File: src/rtl/mul_113_recon.sv
// Sequential X = Q*113 + R reconstruction, radix-128 digits with a carry chain.
// Optional macro MUL_113_RECON_REM_CHECK_EN adds the R >= 113 error flag.
module mul_113_recon #(
  parameter int unsigned DIGITS_PER_CYCLE = 1
) (
  input  logic        clk,
  input  logic        rst_n,
  input  logic        in_valid,
  output logic        in_ready,
  input  logic [53:0] Q,
  input  logic [6:0]  R,
  output logic        out_valid,
  input  logic        out_ready,
  output logic [59:0] X,
  output logic        ovf,
  output logic        err
);

  localparam int unsigned DW   = 7;
  localparam int unsigned NDIG = 8;
  localparam int unsigned AW   = DW * NDIG;
  localparam int unsigned XW   = 60;
  localparam int unsigned RW   = AW + DW;
  localparam int unsigned PW   = 2 * DW;
  localparam int unsigned IW   = 4;
  localparam int unsigned SH   = DW * DIGITS_PER_CYCLE;

  localparam logic [DW-1:0] K        = DW'(113);
  localparam logic [IW-1:0] IDX_STEP = IW'(DIGITS_PER_CYCLE);
  localparam logic [IW-1:0] IDX_LAST = IW'(NDIG - DIGITS_PER_CYCLE);

  if (DIGITS_PER_CYCLE != 1 && DIGITS_PER_CYCLE != 2 &&
      DIGITS_PER_CYCLE != 4 && DIGITS_PER_CYCLE != 8) begin : g_bad_param
    $error("mul_113_recon: DIGITS_PER_CYCLE must be 1, 2, 4 or 8");
  end

  typedef enum logic [1:0] {S_IDLE, S_CALC, S_DONE} state_t;

  state_t        state, state_n;
  logic [AW-1:0] q_sh, q_sh_n;
  logic [AW-1:0] acc, acc_n;
  logic [DW-1:0] carry, carry_n;
  logic [IW-1:0] idx, idx_n;
  logic          in_ready_n, out_valid_n, ovf_n;
  logic [XW-1:0] x_n;

  logic [PW-1:0] p;
  logic [DW-1:0] c;
  logic [DW-1:0] chain_carry;
  logic [AW-1:0] digs;
  logic [AW-1:0] acc_shift;
  logic [RW-1:0] result;

  // DIGITS_PER_CYCLE digit multiply-adds chained combinationally; carry never exceeds 113
  always_comb begin : step_chain
    p    = '0;
    c    = carry;
    digs = '0;
    for (int j = 0; j < int'(DIGITS_PER_CYCLE); j++) begin
      p = PW'(q_sh[DW*j +: DW]) * PW'(K) + PW'(c);
      digs[DW*j +: DW] = p[DW-1:0];
      c = p[PW-1:DW];
    end
    chain_carry = c;
    acc_shift   = (acc >> SH) | (digs << (AW - SH));
    result      = {chain_carry, acc_shift};
  end

`ifdef MUL_113_RECON_REM_CHECK_EN
  logic err_pend, err_pend_n, err_n;
`endif

  always_comb begin : next_state
    state_n     = state;
    q_sh_n      = q_sh;
    acc_n       = acc;
    carry_n     = carry;
    idx_n       = idx;
    in_ready_n  = in_ready;
    out_valid_n = out_valid;
    x_n         = X;
    ovf_n       = ovf;
`ifdef MUL_113_RECON_REM_CHECK_EN
    err_pend_n  = err_pend;
    err_n       = err;
`endif
    case (state)
      S_IDLE: begin
        in_ready_n = 1'b1;
        if (in_valid && in_ready) begin
          q_sh_n     = AW'(Q);
          carry_n    = R;
          acc_n      = '0;
          idx_n      = '0;
          in_ready_n = 1'b0;
          state_n    = S_CALC;
`ifdef MUL_113_RECON_REM_CHECK_EN
          err_pend_n = (R >= K);
`endif
        end
      end
      S_CALC: begin
        q_sh_n  = q_sh >> SH;
        acc_n   = acc_shift;
        carry_n = chain_carry;
        idx_n   = idx + IDX_STEP;
        if (idx == IDX_LAST) begin
          state_n     = S_DONE;
          out_valid_n = 1'b1;
          x_n         = result[XW-1:0];
          ovf_n       = |result[RW-1:XW];
`ifdef MUL_113_RECON_REM_CHECK_EN
          err_n       = err_pend;
`endif
        end
      end
      S_DONE: begin
        // results stay frozen until the consumer takes them
        if (out_ready) begin
          out_valid_n = 1'b0;
          in_ready_n  = 1'b1;
          state_n     = S_IDLE;
        end
      end
      default: begin
        state_n    = S_IDLE;
        in_ready_n = 1'b1;
      end
    endcase
  end

  always_ff @(posedge clk) begin : regs
    if (!rst_n) begin
      state     <= S_IDLE;
      q_sh      <= '0;
      acc       <= '0;
      carry     <= '0;
      idx       <= '0;
      in_ready  <= 1'b1;
      out_valid <= 1'b0;
      X         <= '0;
      ovf       <= 1'b0;
`ifdef MUL_113_RECON_REM_CHECK_EN
      err_pend  <= 1'b0;
      err       <= 1'b0;
`endif
    end else begin
      state     <= state_n;
      q_sh      <= q_sh_n;
      acc       <= acc_n;
      carry     <= carry_n;
      idx       <= idx_n;
      in_ready  <= in_ready_n;
      out_valid <= out_valid_n;
      X         <= x_n;
      ovf       <= ovf_n;
`ifdef MUL_113_RECON_REM_CHECK_EN
      err_pend  <= err_pend_n;
      err       <= err_n;
`endif
    end
  end

`ifndef MUL_113_RECON_REM_CHECK_EN
  assign err = 1'b0;
`endif

endmodule

File: config.mk
export PLATFORM = sky130hd
export DESIGN_NAME = mul_113_recon
export DESIGN_NICKNAME = d
export VERILOG_FILES = /design/src/rtl/mul_113_recon.sv
export SDC_FILE = /design/constraint.sdc
export NUM_CORES = 1
export LEC_CHECK = 0
export ABC_AREA = 1
export CAP_MARGIN = 20
export CORE_ASPECT_RATIO = 1.1
export CORE_MARGIN = 2
export CORE_UTILIZATION = 48
export DETAILED_ROUTE_END_ITERATION = 6
export GPL_TIMING_DRIVEN = 0
export HOLD_SLACK_MARGIN = 0.12
export PLACE_DENSITY = 0.76
export SYNTH_ARGS = -nofsm -noshare
export SYNTH_HDL_FRONTEND = slang
export SYNTH_SLANG_ARGS = --single-unit
File: constraint.sdc
create_clock -name clk -period 3.05 [get_ports clk]
set_input_delay 0.305 -clock clk [delete_from_list [all_inputs] [get_ports clk]]
set_output_delay 0.305 -clock clk [all_outputs]
set_load 0.01 [all_outputs]
==> summary.txt, run 1 <==
status - complete, but fails checks
failing checks - setup timing
H-tree Lvls - 4
total of max-cap violations - 0
Final period util - 107%
reg-to-reg endpoint - carry[5]
share of the yosys chip area belonging to registers - 45.7%
VDD IR max - 472 µV
worst setup path startpoint - q_sh[2]
worst-margin pin slew - 0.759 ns
mapped cell area - 0.00784 mm²
post-route insts no fill - 1372
Final Setup Violations - 12
Cell variety after synth - 28
Synth top area share - 45.7%
DRC errors left - 0
Yosys reg bits - 179
final net count - 1276
Detailed Place HPWL - 15.1 mm
TNS Setup - -1.67 ns
PortBufs - 126
# hold bufs at CTS - 0
Initial DRT Pass Iterations - 5
Int Pwr - 4.51 mW
clk_skew - 0.00680 ns
Die X-Extent - 126 µm
top cells by count, synth - nand2_1, dfxtp_1, nor2_1
met3 Usage GRT - 4.06%
CP Data Arrival Time - 3.63 ns
met2 Use GR - 41.4%
Initial Util - 48.4%
placed instance count - 1332
post-synth top area cell - dfxtp_1
Clk pin slew, worst setup/hold paths - 0.07 ns
WL per Instance - 15.4 µm
Net Switching - 2.05 mW
FF-to-FF path depth - 16
iteration-0 DRC count of the detailed router - 378
die area - 0.0174 mm²
TritonCTS Buffers - 17
wirelength, routed - 21.1 mm
crit start category - flop
pin count of the biggest net entering global routing - 17
M1 GR Usage - 30.5%
aggregate global-route resource usage - 24.0%
Net Sw Frac - 31.2%
Gate Count Post-Synth - 1002
Fin. Hold Viols - 0
Worst setup endpoint - carry[5]
deepest clock path buffer count - 2
cell with the most instances after synthesis - nand2_1
pwr dens - 632 mW/mm²
Rows - 49
Gate power share - 25.4%
worst hold slack - 0.459 ns
Flop pwr share - 39.1%
CTS tree - yes
layout cells sized above 1 - 12.8%
gr ovfl total - 0
CTS Sinks - 179
cell at the root of the clock tree - clkbuf_16
HP Class - flop to flop
Reg2Reg Setup Slack - -0.22 ns
Post-DRT Antenna Nets - 0
final core utilization - 64.1%
fin. max-slew vios - 0
CORE AREA - 0.0162 mm²
Synth Flop Type - dfxtp_1
Worst-Skew Late Latency - 0.43 ns
relative max-transition margin - 49.4%
first-pass GRT wire length - 33.8 mm
io pins - 129
post-route setup slack - -0.221 ns
GP Congestion - 0.941
pre-CTS setup slack - -0.277 ns
vias - 7313
maximum clock rate - 0.306 GHz
Worst Setup End Kind - flop
unrepaired setup endpoints after global routing - true
initial antenna violation count - 0
minimum clock period after layout - 3.27 ns
Async S/R FF share, synth - 0%
crit-path max FO - 4
vias in the first global route - 6882
syn avg cell area - 7.82 µm²
worst r2r src - q_sh[2]
Yosys warnings - 0
# diodes - 0
Layout area overhead - 32.4%
die height - 138 µm
dominant cells by area after synthesis - dfxtp_1, nand2_1, a21oi_1, ha_1, nor2_1
Lkg Pwr - 4.14 nW
drt via density - 5.33
syn_nets - 1123
global routing's busiest layer - met2
worst path required time - 3.41 ns
clock power share - 35.5%
Post-synth EDFFs - 0
crit path kind - flop to flop
## layer usage
| metal | part of all wire [%] | routed length, µm | vias to the layer above |
|---|---|---|---|
| met3 | 4.1 | 871 | 43 |
| met2 | 49 | 10400 | 188 |
| met4 | 2.4 | 502 | 0 |
| met1 | 44 | 9350 | 3467 |
| met5 | 0 | 0 | - |
| li1 | - | - | 3615 |
## power by group through the flow
stage / clock, mW / combinational [mW] / sequential, mW
2_1_floorplan: 0 / 0.914 / 2.59
3_3_place_gp: 0 / 1.27 / 2.61
3_5_place_dp: 0 / 1.29 / 2.62
4_1_cts: 2.35 / 1.45 / 2.56
5_1_grt: 2.45 / 1.82 / 2.58
6_report: 2.33 / 1.67 / 2.56
## placed cells by master, fill, tap and decap left out, types with 14 or more instances in the layout
master             n
nand2_1          245
dfxtp_1          173
clkdlybuf4s50_1  126
nor2_1           117
a21oi_1          116
inv_1             56
o221ai_1          47
ha_1              37
clkbuf_1          32
buf_2             20
nand3_1           17
clkbuf_16         17
nand2_2           16
inv_2             14
buf_4             14
o21ai_0           14
## state kept, by name, indices dropped and copies added (netlist names)
name and flops:
acc 49, state 2, X 60, out_valid 1, idx 4, carry 7, in_ready 1, ovf 1
q_sh 54
## kinds of logic after synthesis
kind of cell | Yosys count | synth area share (%)
and+or+nand+nor | 426 | 21.4
AOI/OAI and AO/OA | 201 | 15.3
DFF | 179 | 45.7
buffers and inverters | 134 | 7.07
adders and majority gates | 56 | 9.90
xor gates and xnor gates | 5 | 0.559
other | 1 | 0.0478
## critical path, stage by stage (launching register included)
cell and delay (ns):
dfxtp_4 0.36, buf_6 0.12, fa_1 0.55, ha_4 0.22
ha_4 0.26, inv_2 0.04, fa_1 0.51, inv_2 0.05
ha_4 0.32, nand2_4 0.09, nor2_4 0.13, nand3_2 0.10
nand3_2 0.11, nand2_2 0.07, nand2_2 0.09, nand2_2 0.06
a21oi_2 0.14
## how the worst min path moves through the flow
stage	start	end	cells past startpoint
finish	X[16]	X[16]	2
global route	Q[50]	q_sh[50]	3
CTS	Q[50]	q_sh[50]	3
detailed placement	X[16]	X[16]	2
global placement	acc[11]	acc[11]	2
floorplan	idx[3]	idx[3]	1
## cell type report
class,count,area (µm²)
buffer,63,288
clock buffer,20,467
clock inverter,12,168
fill,1365,5810
inverter,71,269
multi-input combinational,689,4000
sequential,179,3600
tap,204,255
timing repair buffer,134,1330
## per-stage QoR
step           area, µm²  total power [mW]
4_1_cts            10100              6.36
6_report           10400              6.56
5_1_grt            10400              6.84
3_3_place_gp        9390              3.89
3_5_place_dp        9390              3.91
2_1_floorplan       7880              3.50
## repair_timing
item / in CTS / in global routing
endpoints found under the setup margin: 12 / 13
resized for setup: 29 / 54
pin swaps: 18 / 29
buffers inserted: 7 / 2
Power figures use the tool's default switching activity.
==> run 2: changes to the inputs <==
Settings changed: GPL_ROUTABILITY_DRIVEN set to 1.
==> results of run 2 <==
Same layout as run 1: the final DEF is identical, and so are final timing and power.
==> run 3: changes to the inputs <==
Settings changed: RECOVER_POWER set to 25.
==> summary.txt, run 3 (synthesized netlist as in run 1, its figures left out) <==
status - complete, but fails checks
failing checks - setup timing
die height - 138 µm
DRC errors left - 0
Reg2Reg Setup Slack - -0.22 ns
crit-path max FO - 4
minimum clock period after layout - 3.27 ns
most common cell after layout, fill and taps aside - nand2_1
reg-to-reg endpoint - carry[5]
first-pass GRT wire length - 33.8 mm
pin count of the biggest net entering global routing - 17
HP Class - flop to flop
relative max-transition margin - 50.1%
Initial Util - 48.4%
Top Registers - X: 60 flops, q_sh: 54 flops, acc: 49 flops
Post-DRT Antenna Nets - 0
GP Congestion - 0.941
worst r2r src - q_sh[2]
Initial DRT Pass Iterations - 5
wirelength, routed - 21.0 mm
total of max-cap violations - 0
vias in the first global route - 6882
io pins - 129
gr ovfl total - 0
hold path depth - 2
Layout area overhead - 32.1%
Biggest register - X
iteration-0 DRC count of the detailed router - 388
fin. max-slew vios - 0
H-tree Lvls - 4
Lkg Pwr - 4.31 nW
Detailed Place HPWL - 15.1 mm
FF-to-FF path depth - 16
aggregate global-route resource usage - 24.0%
drt via density - 5.30
Final Setup Violations - 12
post-route setup slack - -0.220 ns
# diodes - 0
pwr dens - 633 mW/mm²
pre-CTS setup slack - -0.277 ns
crit path kind - flop to flop
Hold Crit Start - X[16]
Die X-Extent - 126 µm
most frequent cells in the layout - nand2_1, dfxtp_1, nor2_1
WL per Instance - 15.3 µm
cell at the root of the clock tree - clkbuf_16
initial antenna violation count - 0
clk_skew - 0.00626 ns
VDD IR max - 473 µV
vias - 7272
Fin. Hold Viols - 0
maximum clock rate - 0.306 GHz
unrepaired setup endpoints after global routing - true
Clk pin slew, worst setup/hold paths - 0.07 ns
CTS tree - yes
post-route insts no fill - 1372
CORE AREA - 0.0162 mm²
Largest register FFs - 60
deepest clock path buffer count - 2
crit start category - flop
# hold bufs at CTS - 0
layout cells sized above 1 - 12.3%
Hold Path Sink - X[16]
Worst-Skew Late Latency - 0.43 ns
die area - 0.0174 mm²
CP Data Arrival Time - 3.63 ns
TritonCTS Buffers - 17
Final period util - 107%
placed instance count - 1332
final net count - 1276
CTS Sinks - 179
Rows - 49
PortBufs - 126
worst-margin pin slew - 0.749 ns
Worst Setup End Kind - flop
worst path required time - 3.41 ns
## run 3: changes by cell type in the layout (fill, tap and decap cells not counted), sizes merged
| cell | delta |
|---|---|
| clkdlybuf4s50 | -49 |
| clkbuf | +2 |
| dlygate4sd3 | +49 |
| clkinv | +1 |
| buf | -2 |
| inv | -1 |
## run 3: metal layers
metal  global-route usage [%]  vias up  wire, µm
met5                        0        -         0
met4                     8.50        0       507
met3                     4.06       44       863
met2                     41.4      189     10400
met1                     30.5     3427      9270
li1                         -     3612         -
## run 3: final cells by class
cell class,instances,area [µm²]
clock inverter,12,168
multi-input combinational,689,3980
sequential,179,3600
tap,204,255
inverter,71,269
clock buffer,20,467
timing repair buffer,134,1330
buffer,63,285
fill,1368,5830
## run 3: how the worst max path moves through the flow
stage	from	to	slack (ns)	cells past startpoint
after detailed placement	q_sh[2]	carry[2]	-0.28	15
after global placement	q_sh[2]	carry[2]	-0.26	15
final	q_sh[2]	carry[5]	-0.22	16
after floorplan	q_sh[1]	ovf	-0.02	20
after global routing	q_sh[2]	carry[5]	-0.34	16
after CTS	q_sh[3]	carry[5]	-0.19	19
## run 3: what timing repair did
item | CTS | global route
pin swaps | 18 | 29
endpoints found under the hold margin | 0 | 0
cloned | 0 | 0
buffers inserted | 7 | 2
setup endpoints to repair | 12 | 13
resized for setup | 29 | 54
## run 3: worst max-delay path, cell delays in order (launching register included)
cell	delay, ns
dfxtp_4	0.36
buf_6	0.12
fa_1	0.55
ha_4	0.22
ha_4	0.26
inv_2	0.04
fa_1	0.51
inv_2	0.05
ha_4	0.32
nand2_4	0.09
nor2_4	0.13
nand3_2	0.10
nand3_2	0.11
nand2_2	0.06
nand2_2	0.09
nand2_2	0.06
a21oi_2	0.14
## run 3: per-stage QoR
stage / cell area, µm² / hold slack, ns / util, % / TNS [ns] / power (mW)
2_1_floorplan: 7880 / 0.437 / - / -0.0184 / 3.50
5_1_grt: 10400 / 0.457 / 64.0 / -3.17 / 6.84
6_report: 10400 / 0.456 / 64.0 / -1.64 / 6.55
4_1_cts: 10100 / 0.454 / 62.6 / -1.35 / 6.36
3_3_place_gp: 9390 / 0.450 / 58.0 / -1.91 / 3.89
3_5_place_dp: 9390 / 0.451 / 58.0 / -2.15 / 3.91
## run 3: power breakdown
part,internal [mW],total [mW],switching (mW)
clock network,1.37,2.33,0.955
registers,2.47,2.56,0.0947
logic,0.673,1.66,0.988
total,4.51,6.55,2.04
==> variant, RTL diff (settings of run 2) <==
Change the localparam `IW` from 4 to 5.
--- a/src/rtl/mul_113_recon.sv
+++ b/src/rtl/mul_113_recon.sv
@@ -23,5 +23,5 @@
   localparam int unsigned RW   = AW + DW;
   localparam int unsigned PW   = 2 * DW;
-  localparam int unsigned IW   = 4;
+  localparam int unsigned IW   = 5;
   localparam int unsigned SH   = DW * DIGITS_PER_CYCLE;
 
Check against the original RTL: same outputs for any inputs over 4 cycles, from zero or initial values and one cycle with rst_n low; that may be too few to reach the edited logic, so the function may still have changed.
==> variant against run 2 <==
Wire length increased by 2.0%; sequential cell count grew 1; power decreased by 15%; final area decreased by 0.65%; count of clock-buffer cells in the layout is 1 higher; the flow still finishes with violations (setup timing); worst setup slack better by 70 ps; area after synthesis rose by 0.83%; first-iteration DRC count rose by 37%; hold slack worse by 240 ps; highest routed layer unchanged.
==> variant: results (changes against run 2) <==
Outcome
  • Status: finished with violations
  • Violated checks: setup timing

Place
  • Pre-CTS setup slack: -306 ps (-29.4 ps)
  • Placed Cells: 1337 (+0.38%)
  • Final Wtd Congestion: 0.891 (-5.4%)
  • Placed Area: 9480 sq um (+0.91%)
  • HPWL after DPL: 15100 um (+0.11%)

Synthesis
  • Synth unique cells: 27 (-3.6%)
  • Most area-consuming cells after synthesis: dfxtp_1 46%, nand2_1 16%, a21oi_1 10%, ha_1 7.3%, a22oi_1 3.8%
  • Syn Nets: 1128 (+0.45%)
  • Mapped Cells: 1007 (+0.50%)
  • Synth top cells by count: 339 x nand2_1, 180 x dfxtp_1, 162 x a21oi_1
  • Register area share after synthesis: 45.6% (-0.12 points)

Drt
  • Vias per cell: 5.31 (-0.46%)
  • Final WL: 21500 um (+2.0%)
  • Detailed Routing Iterations Pass 1: 7 (+2)
  • DR iter-0 viols: 518 (+37%)

Power and ir drop
  • P_leak: 4.04 nW (-2.4%)
  • Peak supply drop: 0.461 mV (-2.5%)

Timing
  • Setup WS post-layout: -150 ps (+70.2 ps)
  • Clock Skew: 6.81 ps (+0.0188 ps)
  • Final-report setup violation count: 12 (unchanged)
  • Max-slew headroom: 55.5% (+6.1 points)

Worst hold path
  • Hold crit path type: primary input to flop

Layout
  • Final #Nets: 1282 (+0.47%)
  • Fillers: 1358 (-0.51%)
  • Share of cells above drive strength 1: 12.2% (-0.65 points)
  • Post-route insts no fill: 1377 (+0.36%)

Global routing
  • Total track usage: 24.1% (+0.079 points)
  • First-pass GRT wire length: 34100 um (+0.88%)
  • Vias in the first global route: 6870 (-0.17%)

CTS
  • Deepest clock path buffer count: 2 (unchanged)

Worst setup path
  • CP arrival: 3560 ps (-70 ps)
==> variant: cell types whose count changed after synthesis, moves of 3 or more <==
| cell | run 2 | this run |
|---|---|---|
| a22o_1 | 0 | 5 |
| o221ai_1 | 47 | 0 |
| a22oi_1 | 0 | 40 |
| a21oi_1 | 123 | 162 |
| buf_1 | 4 | 0 |
| inv_1 | 67 | 60 |
| a31oi_1 | 2 | 9 |
| buf_2 | 20 | 7 |
| nand3_1 | 24 | 17 |
| nor2_1 | 127 | 32 |
| nand2_1 | 265 | 339 |
| buf_4 | 7 | 21 |
| o21ai_1 | 5 | 0 |
| o21bai_1 | 0 | 3 |
==> variant: cell families after synthesis <==
group	after synthesis	synth area share (%)
buffers and inverters	128	7.28
and+or+nand+nor	394	19.3
other	1	0.0475
AOI/OAI and AO/OA	243	17.4
xor gates and xnor gates	5	0.554
DFF	180	45.6
adders and majority gates	56	9.82
==> variant: area by class of cell <==
class | instances | share of cell area [%]
timing repair buffer | 135 | 12.9
inverter | 66 | 2.40
buffer | 62 | 3.18
tap | 204 | 2.48
clock buffer | 21 | 4.56
sequential | 180 | 35.2
multi-input combinational | 699 | 38.6
clock inverter | 10 | 0.716
==> variant: per-layer routing <==
layer,global-route usage [%],routed length (um)
met5,0,0
met4,8.85,674
met3,4.51,1060
met2,40.9,10700
met1,30.5,9110
==> variant: report_power, final <==
part | internal, W | switching, W | leakage, nW
clock network | 0.00111 | 0.000927 | 0.263
registers | 0.00244 | 0.0000637 | 1.46
logic | 0.000440 | 0.000610 | 2.32
==> variant: path summary, 6_finish.rpt <==
check	startpoint	end	slack (ps)	depth (start not counted)
hold / removal	rst_n	idx[0]	220	3
hold reg to reg	X[49]	X[49]	460	2
setup reg to reg	q_sh[3]	carry[4]	-150	17
setup / recovery	q_sh[3]	carry[4]	-150	17
==> variant: repair_timing <==
| action | in CTS | in global routing |
|---|---|---|
| cloned | 0 | 0 |
| pin swaps | 14 | 15 |
| setup endpoints to repair | 12 | 13 |
| gates resized for setup | 21 | 43 |
| buffers inserted | 7 | 2 |
==> variant: stage by stage <==
| stage | utilization [%] | hold WS [ps] |
|---|---|---|
| finish | 63.5 | 218 |
| global route | 63.5 | 231 |
| CTS | 62.4 | 212 |
| detailed placement | 58.3 | 451 |
| global placement | 58.3 | 449 |
| floorplan | - | 437 |
==> variant: critical path, stage by stage (launching register included) <==
cell and delay, ps:
dfxtp_4 350, inv_2 40, fa_1 550, inv_2 50
ha_4 220, ha_4 260, inv_2 30, fa_1 490
inv_2 50, ha_4 320, nand2_4 80, nor2_2 120
nand3_1 120, nand3_1 100, nand2_1 70, nand2_1 90
nand2_1 60, a21oi_1 130
